==> src/rtl/axis_grant_mux.sv <==
// Merges PORTS AXI-Stream inputs onto one output, port chosen by an external acknowledge-mode arbiter.
// Latency: one cycle from accepted input beat to m_tvalid; two-entry skid buffer, no bubbles.
// Backpressure: s_tready of the granted port drops only when both buffer entries are occupied.
module axis_grant_mux #(
    parameter int PORTS      = 4,
    parameter int DATA_WIDTH = 8,
    localparam int SEL_W     = $clog2(PORTS)
) (
    input  logic                        clk,
    input  logic                        rst,
    input  logic [PORTS*DATA_WIDTH-1:0] s_tdata,
    input  logic [PORTS-1:0]            s_tvalid,
    input  logic [PORTS-1:0]            s_tlast,
    output logic [PORTS-1:0]            s_tready,
    output logic [DATA_WIDTH-1:0]       m_tdata,
    output logic                        m_tvalid,
    output logic                        m_tlast,
    input  logic                        m_tready,
    output logic [PORTS-1:0]            arb_request,
    output logic [PORTS-1:0]            arb_acknowledge,
    input  logic [PORTS-1:0]            arb_grant,
    input  logic                        arb_grant_valid,
    input  logic [SEL_W-1:0]            arb_grant_encoded,
    output logic                        err_grant_switch
);

    typedef enum logic {IDLE, PKT} state_t;

    state_t                  state_q, state_d;
    logic [SEL_W-1:0]        cur_port;
    logic [1:0]              count_q;
    logic                    buf_full;
    logic [DATA_WIDTH-1:0]   skid_data_q;
    logic                    skid_last_q;
    logic [PORTS-1:0]        enc_onehot;
    logic [DATA_WIDTH-1:0]   sel_data;
    logic                    sel_last;
    logic                    port_ok;
    logic                    in_fire;
    logic                    pop;
    logic                    err_cond;

    assign arb_request = s_tvalid;
    assign buf_full    = (count_q == 2'd2);
    assign m_tvalid    = (count_q != 2'd0);
    assign pop         = m_tvalid & m_tready;

    // The encoded grant is the only port selector; the one-hot vector is
    // cross-checked against it for protocol errors.
    always_comb begin
        enc_onehot = '0;
        sel_data   = '0;
        sel_last   = 1'b0;
        for (int i = 0; i < PORTS; i++) begin
            enc_onehot[i] = (arb_grant_encoded == SEL_W'(i));
            if (enc_onehot[i]) begin
                sel_data = s_tdata[i*DATA_WIDTH +: DATA_WIDTH];
                sel_last = s_tlast[i];
            end
        end
        port_ok         = (state_q == IDLE) || (arb_grant_encoded == cur_port);
        s_tready        = arb_grant & enc_onehot & {PORTS{arb_grant_valid & ~buf_full & port_ok}};
        in_fire         = |(s_tready & s_tvalid);
        arb_acknowledge = arb_grant & s_tvalid & s_tready & s_tlast;
        err_cond        = ((state_q == PKT) && (!arb_grant_valid || (arb_grant_encoded != cur_port)))
                        || (|(arb_grant & ~enc_onehot));
    end

    always_comb begin
        state_d = state_q;
        case (state_q)
            IDLE:    if (in_fire && !sel_last) state_d = PKT;
            PKT:     if (in_fire && sel_last)  state_d = IDLE;
            default: state_d = IDLE;
        endcase
    end

    always_ff @(posedge clk or posedge rst) begin
        if (rst) begin
            state_q          <= IDLE;
            cur_port         <= '0;
            err_grant_switch <= 1'b0;
        end else begin
            state_q          <= state_d;
            err_grant_switch <= err_grant_switch | err_cond;
            if (state_q == IDLE && in_fire && !sel_last)
                cur_port <= arb_grant_encoded;
        end
    end

    // Main register drives the output; the skid entry only fills when a beat
    // arrives while the main register is stalled.
    always_ff @(posedge clk or posedge rst) begin
        if (rst) begin
            count_q     <= 2'd0;
            m_tdata     <= '0;
            m_tlast     <= 1'b0;
            skid_data_q <= '0;
            skid_last_q <= 1'b0;
        end else begin
            case ({in_fire, pop})
                2'b10: begin
                    if (count_q == 2'd0) begin
                        m_tdata <= sel_data;
                        m_tlast <= sel_last;
                        count_q <= 2'd1;
                    end else begin
                        skid_data_q <= sel_data;
                        skid_last_q <= sel_last;
                        count_q     <= 2'd2;
                    end
                end
                2'b01: begin
                    if (count_q == 2'd2) begin
                        m_tdata <= skid_data_q;
                        m_tlast <= skid_last_q;
                        count_q <= 2'd1;
                    end else begin
                        count_q <= 2'd0;
                    end
                end
                2'b11: begin
                    m_tdata <= sel_data;
                    m_tlast <= sel_last;
                end
                default: ;
            endcase
        end
    end

endmodule
==> config.mk <==
export PLATFORM = sky130hd
export DESIGN_NAME = axis_grant_mux
export DESIGN_NICKNAME = d
export VERILOG_FILES = /design/src/rtl/axis_grant_mux.sv
export SDC_FILE = /design/constraint.sdc
export NUM_CORES = 1
export LEC_CHECK = 0
export CAP_MARGIN = 20
export CORE_MARGIN = 5
export CORE_UTILIZATION = 44
export DETAILED_ROUTE_END_ITERATION = 8
export HOLD_SLACK_MARGIN = 0.06
export PLACE_DENSITY = 0.94
export SLEW_MARGIN = 20
export SYNTH_ARGS = -nofsm -noshare
export SYNTH_HDL_FRONTEND = slang
export SYNTH_SLANG_ARGS = --single-unit
==> constraint.sdc <==
create_clock -name clk -period 3.4 [get_ports clk]
set_clock_uncertainty 0.15 [all_clocks]
set_input_delay 0.68 -clock clk [delete_from_list [all_inputs] [get_ports clk]]
set_output_delay 0.68 -clock clk [all_outputs]
set_load 0.05 [all_outputs]
==> impl_metrics.ini <==
[cells_and_area]
multi_input_comb_area_um2 = 907
syn2layout_area_growth_pct = 59.7
post_route_cells_drive_above_1_share_pct = 31.4
design.final.nets = 258
ff_latch_area_um2 = 601
layout_filler_cell_count = 220
finish.instance_area_um2 = 2510
num_antenna_cells = 0

[worst_setup_path]
critical_path_data_required_time_ns = 2.57
setup.reg_to_reg.worst_slack_ns = 0.81
timing.reg2reg.worst_path_depth = 7
cp-end-kind = output port
cpPeakStageDelay_ns = 0.55
cell_breakdown_of_the_critical_path = clkdlybuf4s50_1, xnor2_2, a21boi_0, nor2_2, buf_4, nand2_1, nor2_1, buf_12
worstReg2RegEnd = skid_data_q[3]
worst_setup_path_start_kind = input pin
critical-path-top-delay-family = buffers and inverters
worstSetupPathType = input pin to output port
rr_startpoint = cur_port[0]
worstPathArrival_ns = 2.49
timing.critical_path.fanout_max = 5
crit_path_buffers_inverters = 3
critical-path-slowest-cell = sky130_fd_sc_hd__clkdlybuf4s50_1

[cts]
clkTransAtPathRegs_ns = 0.13
cts.sinks = 24
cts_max_path_buffers = 2
cts-htree-levels = 1
numCtsBuffers = 3
cts_tree = yes
clock_insertion_delay_worst_skew_ns = 0.32
cts.root.buffer_cell = sky130_fd_sc_hd__clkbuf_4
ctsHoldBuffers = 0

[pwr]
total_leakage_power_nw = 1.04
switching_share_pct = 41.4
power_switching_w = 0.000588
ir_worst_vdd_uv = 397
clock_power_share_pct = 10.9
internal_power_w = 0.000832
powerDensity_nw_per_um2 = 566
share_comb_of_total_power_pct = 54.9
seq_power_share_pct = 34.2

[synth]
synthesized_instance_count = 129
synth.top_cells.by_area = sky130_fd_sc_hd__dfrtp_1 38%, sky130_fd_sc_hd__mux2_2 21%, sky130_fd_sc_hd__mux4_1 10%, sky130_fd_sc_hd__mux4_2 5.7%, sky130_fd_sc_hd__nor2_1 2.4%
syn-mean-instance-area_um2 = 12.2
postSynthNetCount = 179
yosys-mux-area-fraction_pct = 37.8
synthAdderAreaFrac_pct = 0
synth.ff_latch_count = 24
synth_top_family_by_area = multiplexers
synth_simple_gate_area_share_pct = 11.9
ys_seq_area_share_pct = 38.2
synth_compound_gate_area_share_pct = 5.66
cell_area_synth_um2 = 1570
synth.distinct_cells = 29
warnings_from_yosys = 0
synth_top_area_share_pct = 38.2
yosys.area_share.xor_xnor_pct = 1.12
synth_largest_area_cell = sky130_fd_sc_hd__dfrtp_1

[min_path]
hold-path-cell-count = 1
hold_path_class = flop to flop
min-delay-start = err_grant_switch
hold_end = err_grant_switch

[sta]
worst_pin_slew_ns = 0.914
period_needed_ns = 3.32
hold_violations = 0
report.final.setup_viol = 0
slew-limit-headroom_pct = 39.0
fin_hold_ws_ns = 0.346
timing_limited_maximum_frequency_mhz = 301
maxSlewViolCount = 0
final_period_utilization_pct = 97.6

[drt]
drc = 0
met2WireLength_um = 2670
route.layer.met1.wl_um = 1690
via_count = 1370
maxUsedRoutingLayer = met4
final_antenna_net_count = 0
detailroute.wirelength.met3_um = 209
initial_drc_count = 65
route.detailed.vias_per_inst = 5.42
drt-total-wl_um = 4730
avgRoutedWirePerCell_um = 18.7
first_pass_iters = 6

[floorplan]
die-height_um = 69.7
ioPinCount = 73
fp-row-count = 21
core-area_um2 = 3390
floorplan.initialDensity_pct = 46.3
area_of_the_die_um2 = 4860
chipWidth_um = 69.7

[grt]
grt_overflow = 0
via_count_of_the_first_global_routing_pass = 1632
global_route_wire_length_before_repair_um = 7820
grtUsageTotal_pct = 20.3
grt_antenna_before_repair = 0
grt_start_max_net_pins = 25

[placed_design]
final_weighted_congestion_in_routability_driven_placement = 0.815
place.port_buffers = 72
detailedPlacementHpwl_um = 3770
area_post_placement_um2 = 2440

[run]
number_of_maximum_capacitance_constraint_violations = 0

[outcome]
run_status = complete, no violations
[repair_timing]
item	CTS	global route
gates resized for setup	2	0
endpoints found under the setup margin	6	6
buffers inserted	0	3
pin swaps	0	2
[metrics by stage]
step	power, W	worst slack, ns	utilization [%]	cells	TNS [ns]
detailed placement	0.00124	-0.0606	71.9	246	-0.496
global placement	0.00119	0.0796	71.9	246	0
global route	0.00149	-0.0525	74.0	253	-0.116
floorplan	0.000948	0.249	-	129	0
CTS	0.00140	0.0284	73.3	250	0
finish	0.00142	0.0819	74.0	253	0
[power groups by stage]
stage | Combinational, W | Sequential (W) | Clock, W
finish | 0.000780 | 0.000485 | 0.000155
global placement | 0.000718 | 0.000475 | 0
CTS | 0.000764 | 0.000483 | 0.000158
floorplan | 0.000295 | 0.000653 | 0
global route | 0.000823 | 0.000500 | 0.000171
detailed placement | 0.000754 | 0.000486 | 0
[per-layer routing]
metal,global-route usage (%),vias up
met5,0,-
met4,9.36,0
met3,3.19,17
met2,38.7,55
met1,21.7,662
li1,-,636
[cells in the mapped netlist (all sizes together)]
| cell | instances |
|---|---|
| mux2 | 29 |
| dfrtp | 24 |
| mux4 | 10 |
| nor2 | 10 |
| nand2 | 9 |
| buf | 7 |
| nand3 | 6 |
| a21oi | 4 |
| inv | 4 |
| clkbuf | 3 |
| nor2b | 3 |
| nor3 | 3 |
| o21ai | 3 |
| and3 | 2 |
| mux2i | 2 |
| xnor2 | 2 |
| a2111o | 1 |
| a21boi | 1 |
| nand3b | 1 |
| nor3b | 1 |
| o21a | 1 |
| o311ai | 1 |
| or2 | 1 |
| or3 | 1 |
[worst register-to-register path: stages, from the launching register on]
cell	delay [ns]
sky130_fd_sc_hd__dfrtp_1	0.44
sky130_fd_sc_hd__xnor2_2	0.25
sky130_fd_sc_hd__a21boi_0	0.18
sky130_fd_sc_hd__buf_4	0.17
sky130_fd_sc_hd__or3_1	0.49
sky130_fd_sc_hd__nor3_4	0.21
sky130_fd_sc_hd__buf_4	0.23
sky130_fd_sc_hd__mux2_2	0.37
[worst max path at each step]
stage,startpoint,endpoint,depth (start not counted)
after floorplan,arb_grant_encoded[1],s_tready[2],6
after global placement,arb_grant_encoded[0],skid_last_q,6
after detailed placement,arb_grant[2],skid_data_q[3],7
after CTS,arb_grant_encoded[0],s_tready[2],7
after global routing,arb_grant_encoded[0],s_tready[2],7
final,arb_grant_encoded[0],arb_acknowledge[1],8
[sequential cells by signal (all words and copies together) (netlist names), named ones only]
signal,count
m_tdata,8
skid_data_q,8
count_q,2
cur_port,2
err_grant_switch,1
m_tlast,1
skid_last_q,1
[area by class of cell]
cell class	instances	area share [%]
Multi-Input combinational cell	91	36.2
Timing Repair Buffer	84	35.5
Sequential cell	24	24.0
Tap cell	46	2.30
Clock buffer	4	1.45
Inverter	4	0.599
[cells in the final DEF, fill, tap and decap left out, types with 6 or more instances in the layout]
cell type and count:
sky130_fd_sc_hd__buf_4 12, sky130_fd_sc_hd__buf_12 8, sky130_fd_sc_hd__nand2_1 9, sky130_fd_sc_hd__nand3_1 6, sky130_fd_sc_hd__nor2_1 9, sky130_fd_sc_hd__mux2_2 29
sky130_fd_sc_hd__dfrtp_1 24, sky130_fd_sc_hd__clkdlybuf4s50_1 64, sky130_fd_sc_hd__mux4_1 6
[logic make-up (layout without fill, tap and decap cells)]
logic type | after synthesis | count (layout)
compound gates | 11 | 11
flops | 24 | 24
buf+inv | 14 | 92
simple gates | 37 | 37
xor+xnor | 2 | 2
mux | 41 | 41
(Power assumes the default switching activity.)
